$ cat config.mk
export PLATFORM = sky130hd
export DESIGN_NAME = board_dump_tx
export DESIGN_NICKNAME = d
export VERILOG_FILES = /design/src/rtl/board_dump_tx.sv
export SDC_FILE = /design/constraint.sdc
export NUM_CORES = 1
export LEC_CHECK = 0
export CORE_ASPECT_RATIO = 0.9
export CORE_MARGIN = 4
export CORE_UTILIZATION = 30
export DETAILED_ROUTE_END_ITERATION = 12
export GPL_ROUTABILITY_DRIVEN = 0
export SLEW_MARGIN = 15
export SYNTH_ARGS = -nofsm -noshare
export SYNTH_HDL_FRONTEND = slang
export SYNTH_SLANG_ARGS = --single-unit
$ cat constraint.sdc
create_clock -name CLK -period 19.7 [get_ports CLK]
set_clock_uncertainty 0.15 [all_clocks]
set_input_delay 2.955 -clock CLK [delete_from_list [all_inputs] [get_ports CLK]]
set_output_delay 2.955 -clock CLK [all_outputs]
set_load 0.01 [all_outputs]
$ cat src/rtl/board_dump_tx.sv
// board_dump_tx: snapshots the packed 64x4 board on START and streams it as ASCII text over UART 8N1.
// Optional build macro BOARD_DUMP_HEADER_EN prefixes rank digits and appends an "  abcdefgh" footer line.
module board_dump_tx #(
  parameter int CLK_HZ = 25000000,
  parameter int BAUD   = 115200
) (
  input  logic         CLK,
  input  logic         RESET,
  input  logic [255:0] BOARD,
  input  logic         START,
  output logic         TX,
  output logic         BUSY,
  output logic         DONE
);
  localparam int DIV = CLK_HZ / BAUD;
  localparam int DW  = (DIV > 2) ? $clog2(DIV) : 1;
`ifdef BOARD_DUMP_HEADER_EN
  localparam logic [6:0] NBYTES    = 7'd108;
  localparam logic [3:0] LINE_LAST = 4'd11;
`else
  localparam logic [6:0] NBYTES    = 7'd80;
  localparam logic [3:0] LINE_LAST = 4'd9;
`endif

  if (DIV < 2) begin : g_div_check
    $error("board_dump_tx: CLK_HZ/BAUD must be at least 2");
  end

  typedef enum logic [2:0] {IDLE, LOAD, STARTB, DATA, STOPB, FIN} state_t;

  state_t          state_r, next_s;
  logic [255:0]    snap_r;
  logic [2:0]      row_r, col_r, bit_idx_r, bit_n_s;
  logic [3:0]      lpos_r, nib_s;
  logic [6:0]      byte_cnt_r;
  logic [DW-1:0]   div_cnt_r;
  logic [7:0]      shreg_r, char_s;
  logic            tx_r, busy_r, done_r;
  logic            tick_s, start_ok_s, piece_slot_s;
  logic            tx_d_s, busy_d_s, done_d_s;

  function automatic logic [7:0] piece_char(input logic [3:0] nib);
    logic [7:0] c;
    case (nib[2:0])
      3'd0:    c = 8'h2E;
      3'd1:    c = 8'h70;
      3'd2:    c = 8'h6E;
      3'd3:    c = 8'h62;
      3'd4:    c = 8'h72;
      3'd5:    c = 8'h71;
      3'd6:    c = 8'h6B;
      default: c = 8'h3F;
    endcase
    // '.' and '?' have no case; letters go uppercase by clearing ASCII bit 5
    if (nib[3] && (nib[2:0] != 3'd0) && (nib[2:0] != 3'd7)) begin
      c = c & 8'hDF;
    end else begin
      c = c;
    end
    return c;
  endfunction

  assign tick_s     = (div_cnt_r == DW'(DIV - 1));
  assign start_ok_s = (state_r == IDLE) && START && !busy_r && !done_r;
  assign bit_n_s    = ((state_r == DATA) && tick_s) ? bit_idx_r + 3'd1 : bit_idx_r;
  assign TX   = tx_r;
  assign BUSY = busy_r;
  assign DONE = done_r;

  // Byte selection from the row / column / line-position counters
  always_comb begin
    nib_s        = snap_r[{row_r, col_r, 2'b00} +: 4];
    char_s       = 8'h0A;
    piece_slot_s = 1'b0;
`ifdef BOARD_DUMP_HEADER_EN
    if (byte_cnt_r >= 7'd96) begin
      if (lpos_r < 4'd2) begin
        char_s = 8'h20;
      end else if (lpos_r < 4'd10) begin
        char_s       = 8'h61 + {5'd0, col_r};
        piece_slot_s = 1'b1;
      end else if (lpos_r == 4'd10) begin
        char_s = 8'h0D;
      end else begin
        char_s = 8'h0A;
      end
    end else begin
      if (lpos_r == 4'd0) begin
        char_s = 8'h31 + {5'd0, row_r};
      end else if (lpos_r == 4'd1) begin
        char_s = 8'h20;
      end else if (lpos_r < 4'd10) begin
        char_s       = piece_char(nib_s);
        piece_slot_s = 1'b1;
      end else if (lpos_r == 4'd10) begin
        char_s = 8'h0D;
      end else begin
        char_s = 8'h0A;
      end
    end
`else
    if (lpos_r < 4'd8) begin
      char_s       = piece_char(nib_s);
      piece_slot_s = 1'b1;
    end else if (lpos_r == 4'd8) begin
      char_s = 8'h0D;
    end else begin
      char_s = 8'h0A;
    end
`endif
  end

  // State register
  always_ff @(posedge CLK or posedge RESET) begin
    if (RESET) begin
      state_r <= IDLE;
    end else begin
      state_r <= next_s;
    end
  end

  // Next-state logic; IDLE waits one cycle after the snapshot before LOAD
  always_comb begin
    next_s = state_r;
    case (state_r)
      IDLE: begin
        if (busy_r) next_s = LOAD;
        else        next_s = IDLE;
      end
      LOAD: next_s = STARTB;
      STARTB: begin
        if (tick_s) next_s = DATA;
        else        next_s = STARTB;
      end
      DATA: begin
        if (tick_s && (bit_idx_r == 3'd7)) next_s = STOPB;
        else                               next_s = DATA;
      end
      STOPB: begin
        if (!tick_s)                      next_s = STOPB;
        else if (byte_cnt_r == NBYTES)    next_s = FIN;
        else                              next_s = LOAD;
      end
      FIN:     next_s = IDLE;
      default: next_s = IDLE;
    endcase
  end

  // Output decode, registered below so TX follows the state entered at the same edge
  always_comb begin
    tx_d_s   = 1'b1;
    done_d_s = (state_r == FIN);
    case (next_s)
      STARTB:  tx_d_s = 1'b0;
      DATA:    tx_d_s = shreg_r[bit_n_s];
      default: tx_d_s = 1'b1;
    endcase
    if (start_ok_s) begin
      busy_d_s = 1'b1;
    end else if (state_r == FIN) begin
      busy_d_s = 1'b0;
    end else begin
      busy_d_s = busy_r;
    end
  end

  // Registered outputs
  always_ff @(posedge CLK or posedge RESET) begin
    if (RESET) begin
      tx_r   <= 1'b1;
      busy_r <= 1'b0;
      done_r <= 1'b0;
    end else begin
      tx_r   <= tx_d_s;
      busy_r <= busy_d_s;
      done_r <= done_d_s;
    end
  end

  // Snapshot, byte-position counters and bit timing
  always_ff @(posedge CLK or posedge RESET) begin
    if (RESET) begin
      snap_r     <= 256'd0;
      row_r      <= 3'd0;
      col_r      <= 3'd0;
      lpos_r     <= 4'd0;
      byte_cnt_r <= 7'd0;
      div_cnt_r  <= '0;
      bit_idx_r  <= 3'd0;
      shreg_r    <= 8'd0;
    end else begin
      case (state_r)
        IDLE: begin
          if (start_ok_s) begin
            snap_r     <= BOARD;
            row_r      <= 3'd7;
            col_r      <= 3'd0;
            lpos_r     <= 4'd0;
            byte_cnt_r <= 7'd0;
          end
        end
        LOAD: begin
          shreg_r    <= char_s;
          byte_cnt_r <= byte_cnt_r + 7'd1;
          div_cnt_r  <= '0;
          bit_idx_r  <= 3'd0;
          if (piece_slot_s) col_r <= col_r + 3'd1;
          if (lpos_r == LINE_LAST) begin
            lpos_r <= 4'd0;
            row_r  <= row_r - 3'd1;
          end else begin
            lpos_r <= lpos_r + 4'd1;
          end
        end
        STARTB, STOPB: begin
          div_cnt_r <= tick_s ? '0 : div_cnt_r + DW'(1);
        end
        DATA: begin
          div_cnt_r <= tick_s ? '0 : div_cnt_r + DW'(1);
          if (tick_s) bit_idx_r <= bit_idx_r + 3'd1;
        end
        default: begin
          div_cnt_r <= div_cnt_r;
        end
      endcase
    end
  end
endmodule

==> impl_metrics.tcl, run 1 <==
set metrics [dict create \
    rows 74 \
    cts_root_buf "clkbuf_16" \
    portBuffers 261 \
    power.density_mw_per_mm2 72.3 \
    critPathKind "primary input to register" \
    crit_arrival_ns 5.74 \
    fin_tns_setup_ns 0 \
    cp-end-kind "register" \
    stdcell_area_mm2 0.0181 \
    grt_use_total 0.160 \
    core_mm2 0.0458 \
    place_inst 2277 \
    pre_cts_ws_ns 13.77 \
    tightest_slew_ns 1.12 \
    area_delta_synth_final_pct 29.4 \
    die_area_mm2 0.0503 \
    worstPathRequired_ns 20.01 \
    p_leak_nw 9.11 \
    fmax_ghz 0.184 \
    grt_max_degree 139 \
    synth_edf_count 0 \
    antenna_found_initial 3 \
    synth_top_area_frac 0.528 \
    io_pins 262 \
    start_util 0.306 \
    cts_hold_buf 0 \
    status "complete, no violations" \
    cts_sinks 297 \
    dp_hpwl_mm 27.9 \
    htreeDepth 2 \
    nets 1973 \
    die_x_um 236 \
    wl_mm 40.9 \
    ys_top_cells_by_area "dfrtp_1 (53%), nand2_1 (21%), mux4_2 (8.7%)" \
    vias_per_cell 4.74 \
    reg2reg_slack_ns 15.77 \
    synth_cells 1485 \
    ys_async_sr_fraction 1.00 \
    placed_area_mm2 0.0170 \
    max_cap_violations 0 \
    cts_tree "built" \
    ys_ff_latch 297 \
    drtIter0Drc 897 \
    path_clk_slew_ns 0.06 \
    synthesis.area_mm2 0.0140 \
    synth_area_leader_cell "dfrtp_1" \
    post-cts-setup-buffers 0 \
    grt_pass1_wl_mm 63.9 \
    ys.flop_type "dfrtp_1" \
    cts_buffer_depth 3 \
    synth_area_per_cell_um2 9.45 \
    insertion_delay_ns 0.54 \
    rsz0062_at_grt "false" \
    hold_viol_final 0 \
    first_pass_iters 5 \
    final_cells 2338 \
    post-route-period-util 0.275 \
    drt_drc_violations_left 0 \
    vias 11100 \
    cts_resized 0 \
    cts_buffers 35 \
    die_y_um 213 \
    netlist-cell-type-count 68 \
    wl_per_cell_um 17.5 \
    hp-class "register to register" \
    min_period_ns 5.42 \
    hold_ws_ns 0.317 \
    slew_viol_final 0 \
    setup_viol 0 \
    final_layout_size_suffix_gt1_frac 0.0775 \
    ir_worst_vdd_mv 0.0472 \
    grt_remaining_overflow 0 \
    syn_nets 1752 \
    cp-start-kind "primary input" \
    slew_headroom 0.254 \
    grt_pass1_vias 11400 \
    synth-seq-area-share 0.530 \
    fin_ws_ns 14.28 \
    fillers 4526 \
    synth_warnings 0 \
    ant_nets 0 \
    cp_max_fo 75 \
]
[sequential cells by signal (all words and copies together), names as in the netlist]
register	count
DONE	1
bit_idx_r	3
byte_cnt_r	7
col_r	3
BUSY	1
snap_r	256
row_r	3
TX	1
div_cnt_r	8
lpos_r	4
shreg_r	7
state_r	3
[Yosys cell counts, types with 3 or more instances]
master	instances
and3_1	5
xor2_1	4
nand4_1	4
a31oi_1	5
clkbuf_1	61
nand3_1	10
a22oi_1	18
a22o_1	3
xnor2_1	3
nand2b_1	6
buf_12	3
o211ai_1	3
buf_4	3
a21oi_1	20
dfrtp_1	296
ha_1	8
nor3_1	6
nor2_1	33
nand2_1	799
o22ai_1	7
buf_1	8
inv_1	11
mux4_2	54
o31ai_1	4
buf_6	7
and2_1	6
mux4_1	14
buf_2	6
o21ai_0	23
mux2i_1	7
[kinds of logic after synthesis]
family / synth area share
AOI/OAI and AO/OA: 0.0483
xor gates and xnor gates: 0.00437
adders and majority gates: 0.00714
buffers and inverters: 0.0368
DFF: 0.530
muxes: 0.121
and+or+nand+nor: 0.252
[through the flow]
stage	util	total power, mW
final	0.396	1.31
after floorplan	-	0.631
after detailed placement	0.372	0.692
after CTS	0.396	1.33
after global routing	0.396	1.36
after global placement	0.372	0.693
[worst max-delay path, cell delays in order]
cell             delay [ns]
clkdlybuf4s50_1        0.50
and4b_4                0.59
buf_4                  0.67
buf_4                  0.65
nand2_1                0.14
nand2_1                0.09
[area by class of cell]
| class | instances | area (um2) | area share |
|---|---|---|---|
| Tap cell | 608 | 761 | 0.0419 |
| Antenna cell | 2 | 5.00 | 0.000276 |
| Clock inverter | 10 | 95.1 | 0.00524 |
| Multi-Input combinational cell | 1087 | 6080 | 0.335 |
| Sequential cell | 297 | 7440 | 0.410 |
| Timing Repair Buffer | 274 | 2710 | 0.149 |
| Inverter | 11 | 48.8 | 0.00269 |
| Clock buffer | 49 | 1010 | 0.0556 |
[where the power goes]
| part | switching (mW) | total, mW | internal, mW |
|---|---|---|---|
| clock network | 0.263 | 0.633 | 0.371 |
| logic | 0.0238 | 0.0694 | 0.0455 |
| registers | 0 | 0.610 | 0.610 |
[cells in the final DEF, fill, tap and decap left out, types with 4 or more instances in the layout]
master,count
nand2_1,799
dfrtp_1,294
clkdlybuf4s50_1,261
mux4_2,54
clkbuf_16,35
nor2_1,33
o21ai_0,23
a21oi_1,20
a22oi_1,18
mux4_1,14
buf_4,13
inv_1,10
nand3_1,10
ha_1,8
clkbuf_8,8
mux2i_1,7
o22ai_1,7
nand2b_1,6
nor3_1,6
and2_1,6
clkbuf_1,6
a31oi_1,5
and3_1,5
nand4_1,4
o31ai_1,4
xor2_1,4
[metal layers]
metal	wire length (um)	GRT usage	share of wire
met2	18800	0.252	0.46
met1	19200	0.230	0.47
met4	839	0.0447	0.020
met3	2140	0.0280	0.052
met5	13	0	0.00032
[final timing paths]
check	start	to	depth (start not counted)
setup / recovery	START	snap_r[165]$_DFFE_PP0P_	6
hold / removal	snap_r[37]$_DFFE_PP0P_	snap_r[37]$_DFFE_PP0P_	2
setup reg to reg	col_r[0]$_DFFE_PP0P_	shreg_r[4]$_DFFE_PP0P_	7
hold reg to reg	snap_r[37]$_DFFE_PP0P_	snap_r[37]$_DFFE_PP0P_	2
max in group asynchronous	RESET	snap_r[180]$_DFFE_PP0P_	3
min in group asynchronous	RESET	snap_r[0]$_DFFE_PP0P_	2
Power figures use the tool's default switching activity.
==> inputs of run 2 (changes only) <==
- clock period: 19.7 -> 4.4 ns (I/O delays scaled with it)
==> impl_metrics.tcl, run 2 (synthesis gave the netlist of run 1 again) <==
set metrics [dict create \
    io_pins 262 \
    drtIter0Drc 1057 \
    cp-start-kind "register" \
    final_cells 2343 \
    cts_root_buf "clkbuf_16" \
    final_layout_size_suffix_gt1_frac 0.0813 \
    cts_hold_buf 0 \
    fmax_ghz 0.294 \
    grt_use_total 0.165 \
    wl_mm 42.5 \
    largest_reg_flops 256 \
    ant_nets 0 \
    cts_sinks 297 \
    antenna_found_initial 1 \
    hp-class "register to register" \
    rsz0062_at_grt "false" \
    slew_viol_final 0 \
    placed_area_mm2 0.0171 \
    nets 1975 \
    hold_viol_final 0 \
    die_x_um 236 \
    core_mm2 0.0458 \
    power.density_mw_per_mm2 322 \
    drt_drc_violations_left 0 \
    final_common_cell "nand2_1" \
    vias 11300 \
    htreeDepth 2 \
    slew_headroom 0.221 \
    grt_pass1_vias 11600 \
    dp_hpwl_mm 30.6 \
    wl_per_cell_um 18.1 \
    min_period_ns 3.40 \
    rows 74 \
    cpPeakStageDelay_ns 0.84 \
    cts_buffer_depth 3 \
    crit_arrival_ns 3.66 \
    regMostFlops "snap_r" \
    max_cap_violations 0 \
    cts_tree "built" \
    setup_viol 0 \
    tightest_slew_ns 1.17 \
    insertion_delay_ns 0.53 \
    p_leak_nw 9.16 \
    cp_max_fo 34 \
    die_y_um 213 \
    crit_slowest_cell "dfrtp_4" \
    die_area_mm2 0.0503 \
    first_pass_iters 5 \
    grt_pass1_wl_mm 66.2 \
    worstPathRequired_ns 4.66 \
    start_util 0.306 \
    grt_remaining_overflow 0 \
    path_cells "buf_4, mux4_1, a22oi_1, nand2_1, a221o_1, nor2_4, nand3_1, a32o_1" \
    post-cts-setup-buffers 0 \
    place_inst 2279 \
    critPathKind "register to register" \
    post-route-period-util 0.773 \
    stdcell_area_mm2 0.0183 \
    grt_max_degree 218 \
    path_clk_slew_ns 0.06 \
    top_regs "snap_r (256), div_cnt_r (8)" \
    vias_per_cell 4.84 \
    cts_resized 0 \
    portBuffers 261 \
    status "complete, no violations" \
    cp-end-kind "register" \
    area_delta_synth_final_pct 30.1 \
    cts_buffers 35 \
    final_cell_mix "nand2_1 (799), dfrtp_1 (294), clkdlybuf4s50_1 (261)" \
    ir_worst_vdd_mv 0.195 \
]
-- run 2: changes by cell type in the layout (fill, tap and decap cells not counted), sizes merged --
| cell | before | now |
|---|---|---|
| diode | 2 | 1 |
| clkinvlp | 2 | 3 |
| clkinv | 4 | 11 |
| buf | 13 | 15 |
| inv | 14 | 13 |
| clkbuf | 49 | 46 |
-- run 2: worst max-delay path: cells and delay by family (launching register included) --
family,cells,cell delay [ns]
flops,1,0.84
compound gates,3,0.89
buf+inv,1,0.40
mux,1,0.60
simple gates,3,0.39
-- run 2: final timing paths --
| check | depth (start not counted) | slack [ns] | endpoint | from |
|---|---|---|---|---|
| max in group asynchronous | 3 | 2.50 | col_r[1]$_DFFE_PP0P_ | RESET |
| setup / recovery | 8 | 1.0 | shreg_r[6]$_DFFE_PP0P_ | col_r[0]$_DFFE_PP0P_ |
| hold reg to reg | 2 | 0.32 | snap_r[50]$_DFFE_PP0P_ | snap_r[50]$_DFFE_PP0P_ |
| min in group asynchronous | 3 | 0.53 | snap_r[15]$_DFFE_PP0P_ | RESET |
| hold / removal | 2 | 0.32 | snap_r[50]$_DFFE_PP0P_ | snap_r[50]$_DFFE_PP0P_ |
| setup reg to reg | 8 | 1.0 | shreg_r[6]$_DFFE_PP0P_ | col_r[0]$_DFFE_PP0P_ |
-- run 2: routing by layer --
metal / GRT usage / routed length [um] / up-vias
li1: - / - / 5331
met2: 0.258 / 19300 / 361
met5: 0 / 0 / -
met3: 0.0341 / 2660 / 44
met4: 0.0302 / 556 / 0
met1: 0.242 / 20000 / 5612
-- run 2: where the power goes --
part	internal [mW]	leakage (nW)	total, mW	switching, mW
combinational	0.205	4.54	0.302	0.0967
sequential	2.73	4.06	2.73	0
clock	1.66	0.560	2.84	1.18
-- run 2: cell type report --
type | instances | area, um2
multi-input cells | 1087 | 6080
clock inverters | 17 | 138
clock buffers | 46 | 988
repair buffers | 276 | 2800
well taps | 608 | 761
diodes | 1 | 2.50
flip-flops and latches | 297 | 7440
fillers | 4456 | 27600
inverters | 11 | 45.0
-- run 2: per-stage QoR --
step	setup TNS (ns)	setup slack [ns]	hold WS [ns]	utilization	power (mW)
CTS	0	0.908	0.321	0.398	5.94
finish	0	0.997	0.322	0.398	5.87
floorplan	-104.87	-0.354	0.287	-	2.83
global route	0	0.748	0.342	0.398	6.07
detailed placement	0	0.933	0.306	0.374	3.09
global placement	0	1.03	0.301	0.374	3.08
==> inputs of run 3 (changes only) <==
- clock period: 4.4 -> 3.2 ns (I/O delays scaled with it)
==> impl_metrics.tcl, run 3 (synthesis gave the netlist of run 1 again) <==
set metrics [dict create \
    status "complete, no violations" \
    wl_mm 42.4 \
    max_cap_violations 0 \
    htreeDepth 2 \
    p_clk_frac 0.476 \
    insertion_delay_ns 0.53 \
    switching_share 0.212 \
    power_frac_seq 0.471 \
    start_util 0.306 \
    wl_per_cell_um 18.0 \
    dp_hpwl_mm 31.4 \
    fin_tns_setup_ns 0 \
    combPwrFrac 0.053 \
    pre_cts_ws_ns 0.259 \
    antenna_found_initial 4 \
    largest_reg_flops 256 \
    worstReg2RegEnd "shreg_r[4]$_DFFE_PP0P_" \
    top_regs "snap_r (256), div_cnt_r (8)" \
    cts_hold_buf 0 \
    vias_per_cell 4.78 \
    fin_ws_ns 0.278 \
    power.density_mw_per_mm2 433 \
    io_pins 262 \
    area_delta_synth_final_pct 31.4 \
    reg2reg_slack_ns 0.28 \
    first_pass_iters 5 \
    cts_buffer_depth 3 \
    placed_area_mm2 0.0174 \
    cp-start-kind "register" \
    cp-end-kind "register" \
    hold_viol_final 0 \
    final_layout_size_suffix_gt1_frac 0.0851 \
    cts_tree "built" \
    tightest_slew_ns 0.968 \
    rsz0062_at_grt "false" \
    die_y_um 213 \
    cts_root_buf "clkbuf_16" \
    slew_headroom 0.355 \
    cts_buffers 35 \
    cts_sinks 297 \
    path_clk_slew_ns 0.06 \
    post-cts-setup-buffers 0 \
    drtIter0Drc 787 \
    cts_resized 0 \
    regMostFlops "snap_r" \
    crit_arrival_ns 3.19 \
    vias 11300 \
    slew_viol_final 0 \
    portBuffers 261 \
    rr_worst_depth 7 \
    grt_pass1_wl_mm 66.3 \
    reg2reg_from "col_r[0]$_DFFE_PP0P_" \
    core_mm2 0.0458 \
    grt_use_total 0.166 \
    rows 74 \
    diodes 0 \
    final_cell_mix "nand2_1 (799), dfrtp_1 (294), clkdlybuf4s50_1 (261)" \
    grt_remaining_overflow 0 \
    grt_max_degree 113 \
    drt_drc_violations_left 0 \
    critPathKind "register to register" \
    fmax_ghz 0.342 \
    die_x_um 236 \
    p_sw_mw 1.69 \
    p_int_mw 6.29 \
    stdcell_area_mm2 0.0184 \
    final_core_util 0.402 \
    die_area_mm2 0.0503 \
    p_leak_nw 9.25 \
    hp-class "primary input to async pin" \
    post-route-period-util 0.913 \
    grt_pass1_vias 11700 \
    ant_nets 0 \
    worstPathRequired_ns 3.46 \
    ir_worst_vdd_mv 0.271 \
    cp_max_fo 15 \
    nets 1995 \
    setup_viol 0 \
    final_common_cell "nand2_1" \
    min_period_ns 2.92 \
]
==> run 3: changes by cell type in the layout (fill, tap and decap cells not counted), moves of 5 or more <==
cell      change
buf_4        +14
clkbuf_1      +8
clkinv_2      -7
buf_12        +6
clkbuf_8      -5
==> run 3: worst max path at each step <==
| stage | start | to |
|---|---|---|
| floorplan | RESET | BUSY$_DFFE_PP0P_ |
| global placement | col_r[0]$_DFFE_PP0P_ | shreg_r[4]$_DFFE_PP0P_ |
| detailed placement | col_r[0]$_DFFE_PP0P_ | shreg_r[4]$_DFFE_PP0P_ |
| CTS | col_r[0]$_DFFE_PP0P_ | shreg_r[4]$_DFFE_PP0P_ |
| global route | col_r[0]$_DFFE_PP0P_ | shreg_r[4]$_DFFE_PP0P_ |
| finish | col_r[0]$_DFFE_PP0P_ | shreg_r[4]$_DFFE_PP0P_ |
==> run 3: cell type report <==
| type | instances | area, um2 |
|---|---|---|
| multi-input cells | 1087 | 6080 |
| repair buffers | 296 | 3030 |
| fillers | 4510 | 27400 |
| inverters | 11 | 45.0 |
| well taps | 608 | 761 |
| clock buffers | 49 | 950 |
| clock inverters | 10 | 125 |
| flip-flops and latches | 297 | 7440 |
==> run 3: per-layer routing <==
metal | GRT usage | up-vias | share of wire
met3 | 0.0346 | 73 | 0.063
met2 | 0.260 | 345 | 0.45
met1 | 0.236 | 5495 | 0.46
met4 | 0.0433 | 2 | 0.026
met5 | 0 | - | 0.00017
li1 | - | 5362 | -
==> run 3: stage by stage <==
step / power, mW / std cells / hold slack (ns)
after floorplan: 3.88 / 1485 / 0.287
after global placement: 4.25 / 2299 / 0.304
after detailed placement: 4.25 / 2299 / 0.307
after CTS: 8.10 / 2358 / 0.309
after global routing: 8.30 / 2358 / 0.332
final: 7.98 / 2358 / 0.299
==> run 3: critical path: stages (launching register included) <==
cell     delay, ns
dfrtp_4       0.45
buf_4         0.28
mux4_1        0.59
a22o_1        0.26
o21ai_0       0.23
and3_1        0.42
nand2_4       0.08
a311o_1       0.34
==> run 3: power by group through the flow <==
| stage | Sequential (mW) | Combinational (mW) | Clock, mW |
|---|---|---|---|
| after floorplan | 3.83 | 0.0583 | 0 |
| after global placement | 3.82 | 0.424 | 0 |
| after detailed placement | 3.82 | 0.425 | 0 |
| after CTS | 3.76 | 0.429 | 3.92 |
| after global routing | 3.75 | 0.455 | 4.09 |
| final | 3.76 | 0.421 | 3.80 |
